### config.mk
export PLATFORM = sky130hd
export DESIGN_NAME = fadd_issue
export DESIGN_NICKNAME = d
export VERILOG_FILES = /design/src/rtl/fadd_issue_pkg.sv /design/src/rtl/fadd_issue_fifo.sv /design/src/rtl/fadd_issue.sv
export SDC_FILE = /design/constraint.sdc
export NUM_CORES = 1
export LEC_CHECK = 0
export ABC_AREA = 1
export BUFFER_PORTS_ARGS = -buffer_cell sky130_fd_sc_hd__buf_2
export CAP_MARGIN = 25
export CORE_UTILIZATION = 57
export DETAILED_ROUTE_END_ITERATION = 6
export PLACE_DENSITY = 0.8
export SYNTH_ARGS = -nofsm -noshare
export SYNTH_HDL_FRONTEND = slang
export SYNTH_HIERARCHICAL = 1
export SYNTH_SLANG_ARGS = --single-unit
### constraint.sdc
create_clock -name clk -period 4.91 [get_ports clk]
set_input_delay 0 -clock clk [delete_from_list [all_inputs] [get_ports clk]]
set_output_delay 0 -clock clk [all_outputs]
set_load 0.01 [all_outputs]
### src/rtl/fadd_issue_pkg.sv
// Shared types for the FPU adder issue stage.
// Fields marked exc exist only when FADD_ISSUE_EXC_EN is defined.
package fadd_issue_pkg;

  localparam int PKG_TAG_W = 5;
  localparam logic [7:0] EXP_MAX = 8'hFF;

  typedef enum logic [1:0] {
    OP_FADD = 2'b00,
    OP_FSUB = 2'b01,
    OP_FNEG = 2'b10,
    OP_FABS = 2'b11
  } op_e;

  typedef struct packed {
    logic                 valid;
    logic [PKG_TAG_W-1:0] tag;
    logic                 bypass;
    logic [31:0]          local_result;
`ifdef FADD_ISSUE_EXC_EN
    logic                 exc;
`endif
  } dl_entry_t;

  typedef struct packed {
    logic [PKG_TAG_W-1:0] tag;
    logic [31:0]          result;
`ifdef FADD_ISSUE_EXC_EN
    logic                 exc;
`endif
  } buf_entry_t;

  function automatic logic exp_is_max(input logic [31:0] f);
    return f[30:23] == EXP_MAX;
  endfunction

endpackage

### src/rtl/fadd_issue_fifo.sv
// Generic synchronous FIFO with registered storage and combinational head.
// DEPTH must be a power of two; push is unguarded, callers must never push when full.
module fadd_issue_fifo #(
  parameter int  DEPTH = 4,
  parameter type T     = logic [7:0]
) (
  input  logic clk,
  input  logic rst,
  input  logic push,
  input  T     din,
  input  logic pop,
  output T     dout,
  output logic full,
  output logic empty
);

  localparam int AW = $clog2(DEPTH);

  T               mem [DEPTH];
  logic [AW-1:0]  wr_ptr;
  logic [AW-1:0]  rd_ptr;
  logic [AW:0]    count;
  logic           do_pop;

  assign full   = (count == (AW+1)'(DEPTH));
  assign empty  = (count == '0);
  assign dout   = mem[rd_ptr];
  assign do_pop = pop && !empty;

  always_ff @(posedge clk) begin
    if (rst) begin
      wr_ptr <= '0;
      rd_ptr <= '0;
      count  <= '0;
      for (int i = 0; i < DEPTH; i++) mem[i] <= '0;
    end else begin
      if (push) begin
        mem[wr_ptr] <= din;
        wr_ptr      <= wr_ptr + AW'(1);
      end
      if (do_pop) rd_ptr <= rd_ptr + AW'(1);
      count <= count + (AW+1)'(push) - (AW+1)'(do_pop);
    end
  end

endmodule

### src/rtl/fadd_issue.sv
// Issue stage for a fixed-latency FP adder: credit-gated accept, delay line, result FIFO.
// Define FADD_ISSUE_EXC_EN to add the per-result out_exc flag.
module fadd_issue
  import fadd_issue_pkg::*;
#(
  parameter int LAT        = 2,
  parameter int TAG_W      = 5,
  parameter int OBUF_DEPTH = 4
) (
  input  logic             clk,
  input  logic             rst,
  input  logic             in_valid,
  output logic             in_ready,
  input  logic [1:0]       in_op,
  input  logic [TAG_W-1:0] in_tag,
  input  logic [31:0]      in_a,
  input  logic [31:0]      in_b,
  output logic [31:0]      add_x1,
  output logic [31:0]      add_x2,
  input  logic [31:0]      add_y,
  output logic             out_valid,
  input  logic             out_ready,
  output logic [TAG_W-1:0] out_tag,
`ifdef FADD_ISSUE_EXC_EN
  output logic             out_exc,
`endif
  output logic [31:0]      out_result
);

  localparam int CW = $clog2(OBUF_DEPTH) + 1;

  // Entry structs are sized by the package tag width.
  if (TAG_W != PKG_TAG_W) begin : g_tag_w_check
    $error("fadd_issue: TAG_W must equal fadd_issue_pkg::PKG_TAG_W");
  end

  logic [CW-1:0] credits;
  logic          accept;
  logic          pop;
  op_e           issue_op;
  dl_entry_t     new_entry;
  dl_entry_t     dl [LAT+1];
  buf_entry_t    push_entry;
  buf_entry_t    head;
  logic          fifo_full;
  logic          fifo_empty;

  assign in_ready = !rst && (credits != '0);
  assign accept   = in_valid && in_ready;
  assign pop      = out_valid && out_ready;

  always_comb begin
    issue_op               = op_e'(in_op);
    new_entry              = '0;
    new_entry.valid        = accept;
    new_entry.tag          = in_tag;
    new_entry.bypass       = (issue_op == OP_FNEG) || (issue_op == OP_FABS);
    new_entry.local_result = (issue_op == OP_FNEG) ? {~in_a[31], in_a[30:0]}
                                                   : {1'b0, in_a[30:0]};
`ifdef FADD_ISSUE_EXC_EN
    new_entry.exc          = exp_is_max(in_a) || (!new_entry.bypass && exp_is_max(in_b));
`endif
  end

  always_ff @(posedge clk) begin
    if (rst) begin
      credits <= CW'(OBUF_DEPTH);
      add_x1  <= '0;
      add_x2  <= '0;
      for (int i = 0; i <= LAT; i++) dl[i] <= '0;
    end else begin
      if (accept && !pop)      credits <= credits - CW'(1);
      else if (pop && !accept) credits <= credits + CW'(1);
      // Bypass ops leave the adder operands untouched.
      if (accept && !new_entry.bypass) begin
        add_x1 <= in_a;
        add_x2 <= (issue_op == OP_FSUB) ? {~in_b[31], in_b[30:0]} : in_b;
      end
      dl[0] <= new_entry;
      for (int i = 1; i <= LAT; i++) dl[i] <= dl[i-1];
    end
  end

  always_comb begin
    push_entry        = '0;
    push_entry.tag    = dl[LAT].tag;
    push_entry.result = dl[LAT].bypass ? dl[LAT].local_result : add_y;
`ifdef FADD_ISSUE_EXC_EN
    push_entry.exc    = dl[LAT].exc || (!dl[LAT].bypass && exp_is_max(add_y));
`endif
  end

  fadd_issue_fifo #(
    .DEPTH (OBUF_DEPTH),
    .T     (buf_entry_t)
  ) u_obuf (
    .clk   (clk),
    .rst   (rst),
    .push  (dl[LAT].valid),
    .din   (push_entry),
    .pop   (pop),
    .dout  (head),
    .full  (fifo_full),
    .empty (fifo_empty)
  );

  // Credits cover every in-flight op, so a full buffer never sees a write.
  assert property (@(posedge clk) disable iff (rst) !(dl[LAT].valid && fifo_full));

  assign out_valid  = !fifo_empty;
  assign out_tag    = head.tag;
  assign out_result = head.result;
`ifdef FADD_ISSUE_EXC_EN
  assign out_exc    = head.exc;
`endif

endmodule

==> results_dict.tcl, run 1 <==
set metrics [dict create \
    outcome "finished, final reports clean" \
    final_max_slew_viol_count 0 \
    hold_depth 4 \
    die_w_um 157 \
    slew_headroom_pct 39.7 \
    critPathKind "reg -> out" \
    netlist_instances 1452 \
    antenna-diode-count 0 \
    dpl.hpwl_mm 18.7 \
    insertion_delay_ns 0.50 \
    gp_congestion 0.814 \
    sw_frac_of_total_pct 22.5 \
    grt_max_degree 129 \
    clock_path_buffers 3 \
    hold_end "u_obuf/mem[3][21]" \
    crit_fanout 75 \
    rows 56 \
    chipHeight_um 157 \
    setup_violations 0 \
    ctsHtreeMaxLevel 2 \
    worstMarginPinSlew_ns 0.904 \
    power.leakage_nw 7.88 \
    required_ns 4.91 \
    switching_power_mw 1.36 \
    power_frac_clock_pct 40.2 \
    syn_area_um2 13700 \
    layout_setup_ws_ns 2.28 \
    fin_crit_sh_pct 53.5 \
    routed_wl_mm 31.7 \
    start_kind "register" \
    core_area_um2 23500 \
    rr_endpoint "u_obuf/mem[0][1]" \
    rsz0062_at_grt "false" \
    ctsResizeCount 0 \
    dpl_worst_slack_ns 2.43 \
    initial_core_util_pct 58.4 \
    syn_to_final_growth_pct 23.4 \
    p_int_mw 4.70 \
    die_area_um2 24700 \
    arrival_ns 2.63 \
    fin_crit_ns 2.63 \
    vias 10200 \
    yosys_warnings 6 \
    syn_area_per_cell_um2 9.47 \
    detail_route.wl_per_cell_um 15.2 \
    clock-skew-final_ns 0.0185 \
    hp-class "in -> reg" \
    cap_viol_max_count 0 \
    power.density_nw_per_um2 357 \
    r2r-start "dl[0][116]" \
    drtIter0Drc 706 \
    reg2regPathDepth 5 \
    p_seq_share_pct 51.4 \
    power_frac_comb_pct 8.4 \
    cts_tree "built" \
    io_pins 210 \
    syn_nets 1564 \
    detail-route-antenna-nets 0 \
    cts_buffers 35 \
    finalSetupTns_ns 0 \
    drcViolationCount 0 \
    hp-start "add_y[21]" \
    peakVddDrop_uv 317 \
    grt_usage_pct 25.8 \
    reg2reg_slack_ns 2.66 \
    grt_pass1_vias 10200 \
    cts.sinks 341 \
    antenna_found_initial 0 \
    root_buffer "clkbuf_16" \
    cp-end-kind "output pin" \
    nNetsFinal 1854 \
    firstDrtPassIters 5 \
    finalHoldViolations 0 \
    portBuffers 209 \
    max_freq_ghz 0.380 \
    grt_pass1_wl_mm 49.8 \
    drt-vias-per-instance 4.90 \
    gr-total-overflow 0 \
    drive_above_1_share_pct 24.2 \
    clk_pin_slew_ns 0.06 \
]
-- area by class of cell --
| type | count | area, um^2 |
|---|---|---|
| Inverter | 242 | 910 |
| Timing Repair Buffer | 329 | 2270 |
| Multi-Input combinational cell | 793 | 4040 |
| Sequential cell | 341 | 8310 |
| Clock buffer | 48 | 955 |
| Fill cell | 1636 | 6580 |
| Clock inverter | 12 | 87.6 |
| Tap cell | 319 | 399 |
-- layer usage --
metal	vias up	global-route usage, %	wire (um)
li1	5011	-	-
met1	4717	30.6	12500
met2	414	45.1	15600
met3	73	5.89	2390
met4	0	10.7	1110
met5	-	0	0
-- cell usage in the layout (no fill, tap or decap), types with 5 or more instances in the layout --
cell,instances
nor2_1,396
inv_1,236
buf_2,208
dfxtp_1,192
edfxtp_1,148
nand2_1,111
dlygate4sd3_1,105
o21ai_0,67
nor2_2,44
nand2_4,40
o22ai_1,37
clkbuf_16,35
nand2_2,31
mux2_2,30
buf_4,12
clkbuf_1,10
o21ai_1,10
a21oi_1,9
clkinv_2,6
inv_2,5
-- how the worst max path moves through the flow --
stage | start | endpoint | slack (ns) | cells after the start
after floorplan | u_obuf/wr_ptr[1] | u_obuf/mem[2][0] | 1.14 | 5
after global placement | rst | credits[2] | 2.50 | 11
after detailed placement | rst | credits[2] | 2.43 | 11
after CTS | register | out_result[14] | 2.32 | 6
after global routing | register | out_result[8] | 2.14 | 6
final | register | out_result[3] | 2.28 | 6
-- critical path: stages (launching register included) --
cell     delay (ns)
dfxtp_2        0.31
buf_4          0.56
inv_2          0.47
buf_12         0.30
o21ai_0        0.16
o22ai_1        0.12
buf_2          0.16
-- sequential cells by signal, summed over array words and instances (netlist names), named ones only --
name	flops
u_obuf/rd_ptr	2
add_x2	32
add_x1	32
u_obuf/count	3
u_obuf/mem	148
credits	3
u_obuf/wr_ptr	2
dl	117
-- power by group through the flow --
| stage | Combinational, mW | Clock (mW) | Sequential [mW] |
|---|---|---|---|
| finish | 0.509 | 2.44 | 3.12 |
| global route | 0.558 | 2.60 | 3.13 |
| CTS | 0.497 | 2.48 | 3.12 |
| detailed placement | 0.431 | 0 | 3.17 |
| global placement | 0.418 | 0 | 3.17 |
| floorplan | 0.270 | 0 | 3.18 |
-- metrics by stage --
step | hold slack (ns) | utilization (%) | area (um^2) | power [mW] | std cells
after floorplan | 0.0712 | - | 13700 | 3.45 | 1452
after global placement | 0.201 | 62.9 | 14800 | 3.59 | 1916
after detailed placement | 0.203 | 63.2 | 14900 | 3.61 | 1919
after CTS | 0.00182 | 72.1 | 17000 | 6.09 | 2084
after global routing | 0.0199 | 72.1 | 17000 | 6.29 | 2084
final | 0.0175 | 72.1 | 17000 | 6.06 | 2084
-- timing repair --
action                                 in CTS  in global routing
hold buffers                              105                  0
buffers inserted                            0                  0
endpoints found under the hold margin     134                  0
Note: power is estimated with default switching activity, not from simulation.
==> inputs of run 2 (changes only) <==
Clock period 4.91 ns to 2.66 ns, I/O delays scaled along.
==> results_dict.tcl, run 2 (synthesis results as in run 1) <==
set metrics [dict create \
    cp_slowest_cell "dfxtp_2" \
    nNetsFinal 1856 \
    crit_buf_inv 2 \
    layout_commonest_cell "nor2_1" \
    grt_pass1_vias 10300 \
    portBuffers 209 \
    worstMarginPinSlew_ns 0.898 \
    grt_pass1_wl_mm 51.1 \
    final_max_slew_viol_count 0 \
    syn_to_final_growth_pct 23.5 \
    rsz0062_at_grt "false" \
    core_area_um2 23500 \
    top_regs "u_obuf/mem: 148 flops, dl: 117 flops" \
    detail_route.wl_per_cell_um 15.5 \
    required_ns 2.66 \
    dp.cells 1922 \
    clock_path_buffers 3 \
    hp-class "in -> reg" \
    vias 10300 \
    busiest_layer "met2" \
    crit_family "buffers and inverters" \
    seq_area_um2 8310 \
    drtIter0Drc 615 \
    cp-end-kind "output pin" \
    regMostFlops "u_obuf/mem" \
    multi_input_area_um2 4040 \
    critPathKind "reg -> out" \
    drt-vias-per-instance 4.93 \
    antenna_found_initial 0 \
    die_w_um 157 \
    peakVddDrop_uv 507 \
    gr-total-overflow 0 \
    arrival_ns 2.26 \
    layout_setup_ws_ns 0.396 \
    fin_crit_ns 2.26 \
    cap_viol_max_count 0 \
    grtUsageMet2_pct 46.5 \
    insertion_delay_ns 0.50 \
    die_area_um2 24700 \
    grt_usage_pct 26.4 \
    grtUsageMet3_pct 5.42 \
    firstDrtPassIters 5 \
    finalHoldViolations 0 \
    dpl_worst_slack_ns 0.554 \
    use_met1_pct 31.7 \
    final_cell_mix "nor2_1, inv_1, buf_2" \
    reg2reg_slack_ns 0.51 \
    final_cells 2085 \
    crit_chain "buf_4 > o21ai_0 > o22ai_1 > buf_2" \
    gp_congestion 0.804 \
    drive_above_1_share_pct 24.2 \
    slew_headroom_pct 40.1 \
    ctsHtreeMaxLevel 2 \
    max_freq_ghz 0.442 \
    cts_tree "built" \
    detail-route-antenna-nets 0 \
    grt_max_degree 93 \
    chipHeight_um 157 \
    cts.sinks 341 \
    routed_wl_mm 32.2 \
    drcViolationCount 0 \
    start_kind "register" \
    finalSetupTns_ns 0 \
    antenna-diode-count 0 \
    power.density_nw_per_um2 664 \
    whs_ns 0.00160 \
    setup_violations 0 \
    utilization_pct 72.1 \
    cts_buffers 35 \
    root_buffer "clkbuf_16" \
    crit_fanout 52 \
    io_pins 210 \
    slowest_delay_ns 0.60 \
    clk_pin_slew_ns 0.06 \
    dpl.hpwl_mm 18.3 \
    clock-skew-final_ns 0.0157 \
    fill_cells 1672 \
    rows 56 \
    fin_crit_sh_pct 85.1 \
    outcome "finished, final reports clean" \
    power.leakage_nw 7.88 \
    initial_core_util_pct 58.4 \
    post_cts_buffers 0 \
    largest_reg_flops 148 \
]
==> run 2: area by class of cell <==
class,instances,area share (%)
flip-flops and latches,341,48.9
well taps,319,2.35
clock inverters,6,0.310
clock buffers,53,5.93
multi-input cells,793,23.8
inverters,242,5.36
repair buffers,331,13.3
==> run 2: worst register-to-register path, delay by kind of cell (launching register included) <==
family	cells	cell delay (ns)
fa+ha+maj	3	0.91
buf+inv	6	0.41
simple gates	5	0.38
flops	1	0.32
==> run 2: power by group <==
part / leakage (nW) / internal [mW] / switching, mW / total (mW)
Sequential: 3.11 / 5.67 / 0.0810 / 5.75
Combinational: 4.25 / 0.396 / 0.551 / 0.947
Clock: 0.516 / 2.70 / 1.88 / 4.57
Total: 7.88 / 8.77 / 2.51 / 11.3
==> run 2: repair_timing <==
item | 4_1_cts | 5_1_grt
hold buffers | 104 | 0
hold endpoints to repair | 142 | 0
gates resized for setup | 0 | 0
==> run 2: worst paths after layout <==
| path | end | cells after the start | from |
|---|---|---|---|
| max reg2reg | u_obuf/count[1] | 14 | u_obuf/count[1] |
| max | out_tag[1] | 4 | register |
| min reg2reg | dl[0][42] | 2 | dl[0][3] |
| min | u_obuf/mem[3][12] | 4 | add_y[12] |
==> run 2: routing by layer <==
| layer | share of wire (%) | vias to the layer above |
|---|---|---|
| met5 | 0 | - |
| met4 | 3.1 | 0 |
| met3 | 7.3 | 72 |
| met2 | 49 | 414 |
| met1 | 40 | 4757 |
| li1 | - | 5027 |
==> run 2: stage by stage <==
| stage | area [um^2] | power [mW] |
|---|---|---|
| after floorplan | 13800 | 6.37 |
| after global placement | 14900 | 6.63 |
| after detailed placement | 14900 | 6.66 |
| after CTS | 17000 | 11.3 |
| after global routing | 17000 | 11.7 |
| final | 17000 | 11.3 |
==> inputs of run 3 (changes only) <==
Settings changed: CORE_UTILIZATION 57 to 40, PLACE_DENSITY 0.8 to 0.6.
Clock period 2.66 ns to 2.75 ns, I/O delays scaled along.
==> results_dict.tcl, run 3 (synthesis results as in run 1) <==
set metrics [dict create \
    outcome "finished, final reports clean" \
    routed_wl_mm 31.6 \
    postCtsHoldBufs 113 \
    dp.cells 2056 \
    dpl.hpwl_mm 19.5 \
    dpl_worst_slack_ns 0.633 \
    worstMarginPinSlew_ns 0.910 \
    initial_core_util_pct 40.8 \
    drtIter0Drc 477 \
    layout_setup_ws_ns 0.622 \
    die_w_um 187 \
    whs_ns 0.0182 \
    largest_reg_flops 148 \
    critPathKind "reg -> out" \
    peakVddDrop_uv 431 \
    r2r-start "u_obuf/count[1]" \
    chipHeight_um 187 \
    cts_tree "built" \
    core_area_um2 33700 \
    rows 67 \
    power.leakage_nw 8.01 \
    reg2regPathDepth 15 \
    io_pins 210 \
    top_regs "u_obuf/mem: 148 flops, dl: 117 flops" \
    power.density_nw_per_um2 650 \
    clk_pin_slew_ns 0.06 \
    max_freq_ghz 0.470 \
    place_area_um2 15100 \
    final_area_um2 17400 \
    portBuffers 209 \
    die_area_um2 35100 \
    fill_cells 3129 \
    fin_crit_sh_pct 77.4 \
    gr-total-overflow 0 \
    hold_end "u_obuf/mem[3][31]" \
    drt-vias-per-instance 4.40 \
    rr_endpoint "u_obuf/count[2]" \
    cp_slowest_cell "dfxtp_1" \
    vias 9839 \
    finalSetupTns_ns 0 \
    crit_family "buffers and inverters" \
    finalHoldViolations 0 \
    antenna_found_initial 0 \
    crit_chain "inv_1 > buf_4 > o21ai_0 > o22ai_1 > buf_2" \
    hold_depth 4 \
    cts.sinks 341 \
    fin_crit_ns 2.13 \
    required_ns 2.75 \
    start_kind "register" \
    detail_route.wl_per_cell_um 14.1 \
    rsz0062_at_grt "false" \
    grt_pass1_vias 10100 \
    antenna-diode-count 0 \
    p_total_mw 11.3 \
    grt_usage_pct 18.2 \
    post_cts_buffers 0 \
    syn_to_final_growth_pct 26.5 \
    detail-route-antenna-nets 0 \
    ctsHtreeMaxLevel 2 \
    gp_congestion 0.761 \
    clock-skew-final_ns 0.0198 \
    nNetsFinal 1872 \
    final_cell_mix "nor2_1, inv_1, buf_2" \
    crit_buf_inv 3 \
    cap_viol_max_count 0 \
    slowest_delay_ns 0.46 \
    insertion_delay_ns 0.52 \
    slew_headroom_pct 39.3 \
    cts_buffers 37 \
    hp-class "in -> reg" \
    reg2reg_slack_ns 0.63 \
    utilization_pct 51.6 \
    arrival_ns 2.13 \
    cp-end-kind "output pin" \
    drcViolationCount 0 \
    final_cells 2237 \
    drive_above_1_share_pct 24.9 \
    firstDrtPassIters 4 \
    hp-start "add_y[31]" \
    setup_violations 0 \
    layout_commonest_cell "nor2_1" \
    regMostFlops "u_obuf/mem" \
    root_buffer "clkbuf_16" \
    grt_max_degree 89 \
    ctsResizeCount 0 \
    final_max_slew_viol_count 0 \
    clock_path_buffers 3 \
    grt_pass1_wl_mm 51.8 \
    crit_fanout 37 \
]
-- run 3: worst max path at each step --
| stage | endpoint | cells past startpoint | from |
|---|---|---|---|
| 6_report | out_tag[4] | 5 | register |
| 3_5_place_dp | u_obuf/count[2] | 15 | u_obuf/count[1] |
| 2_1_floorplan | u_obuf/mem[3][0] | 2 | dl[0][116] |
| 5_1_grt | u_obuf/count[2] | 15 | u_obuf/count[1] |
| 3_3_place_gp | u_obuf/count[2] | 14 | u_obuf/count[1] |
| 4_1_cts | u_obuf/count[2] | 15 | u_obuf/count[1] |
-- run 3: layout make-up --
cell class                      count  area [um^2]  share of cell area (%)
Clock inverter                     16          129                   0.741
Timing Repair Buffer              345         2380                    13.7
Tap cell                          448          561                    3.22
Multi-Input combinational cell    793         4040                    23.2
Sequential cell                   341         8310                    47.8
Inverter                          242          910                    5.23
Clock buffer                       52         1060                    6.12
-- run 3: where the power goes --
part           total (mW)  leakage [nW]  internal (mW)  switching [mW]
Sequential           5.56          3.11           5.49          0.0699
Combinational       0.911          4.31          0.394           0.517
Clock                4.83         0.590           2.89            1.94
Total                11.3          8.01           8.77            2.52
-- run 3: worst min-delay path, stage by stage --
cell and delay (ns):
buf_2 0.09, mux2_2 0.15, nand2_1 0.11, inv_1 0.07
-- run 3: metal layers --
layer | global-route usage (%) | part of all wire, % | routed length, um | vias to the layer above
met1 | 23.0 | 45 | 14200 | 4459
met5 | 0 | 0 | 0 | -
li1 | - | - | - | 5063
met4 | 5.88 | 2.6 | 812 | 0
met2 | 30.8 | 46 | 14600 | 265
met3 | 4.07 | 6.2 | 1950 | 52
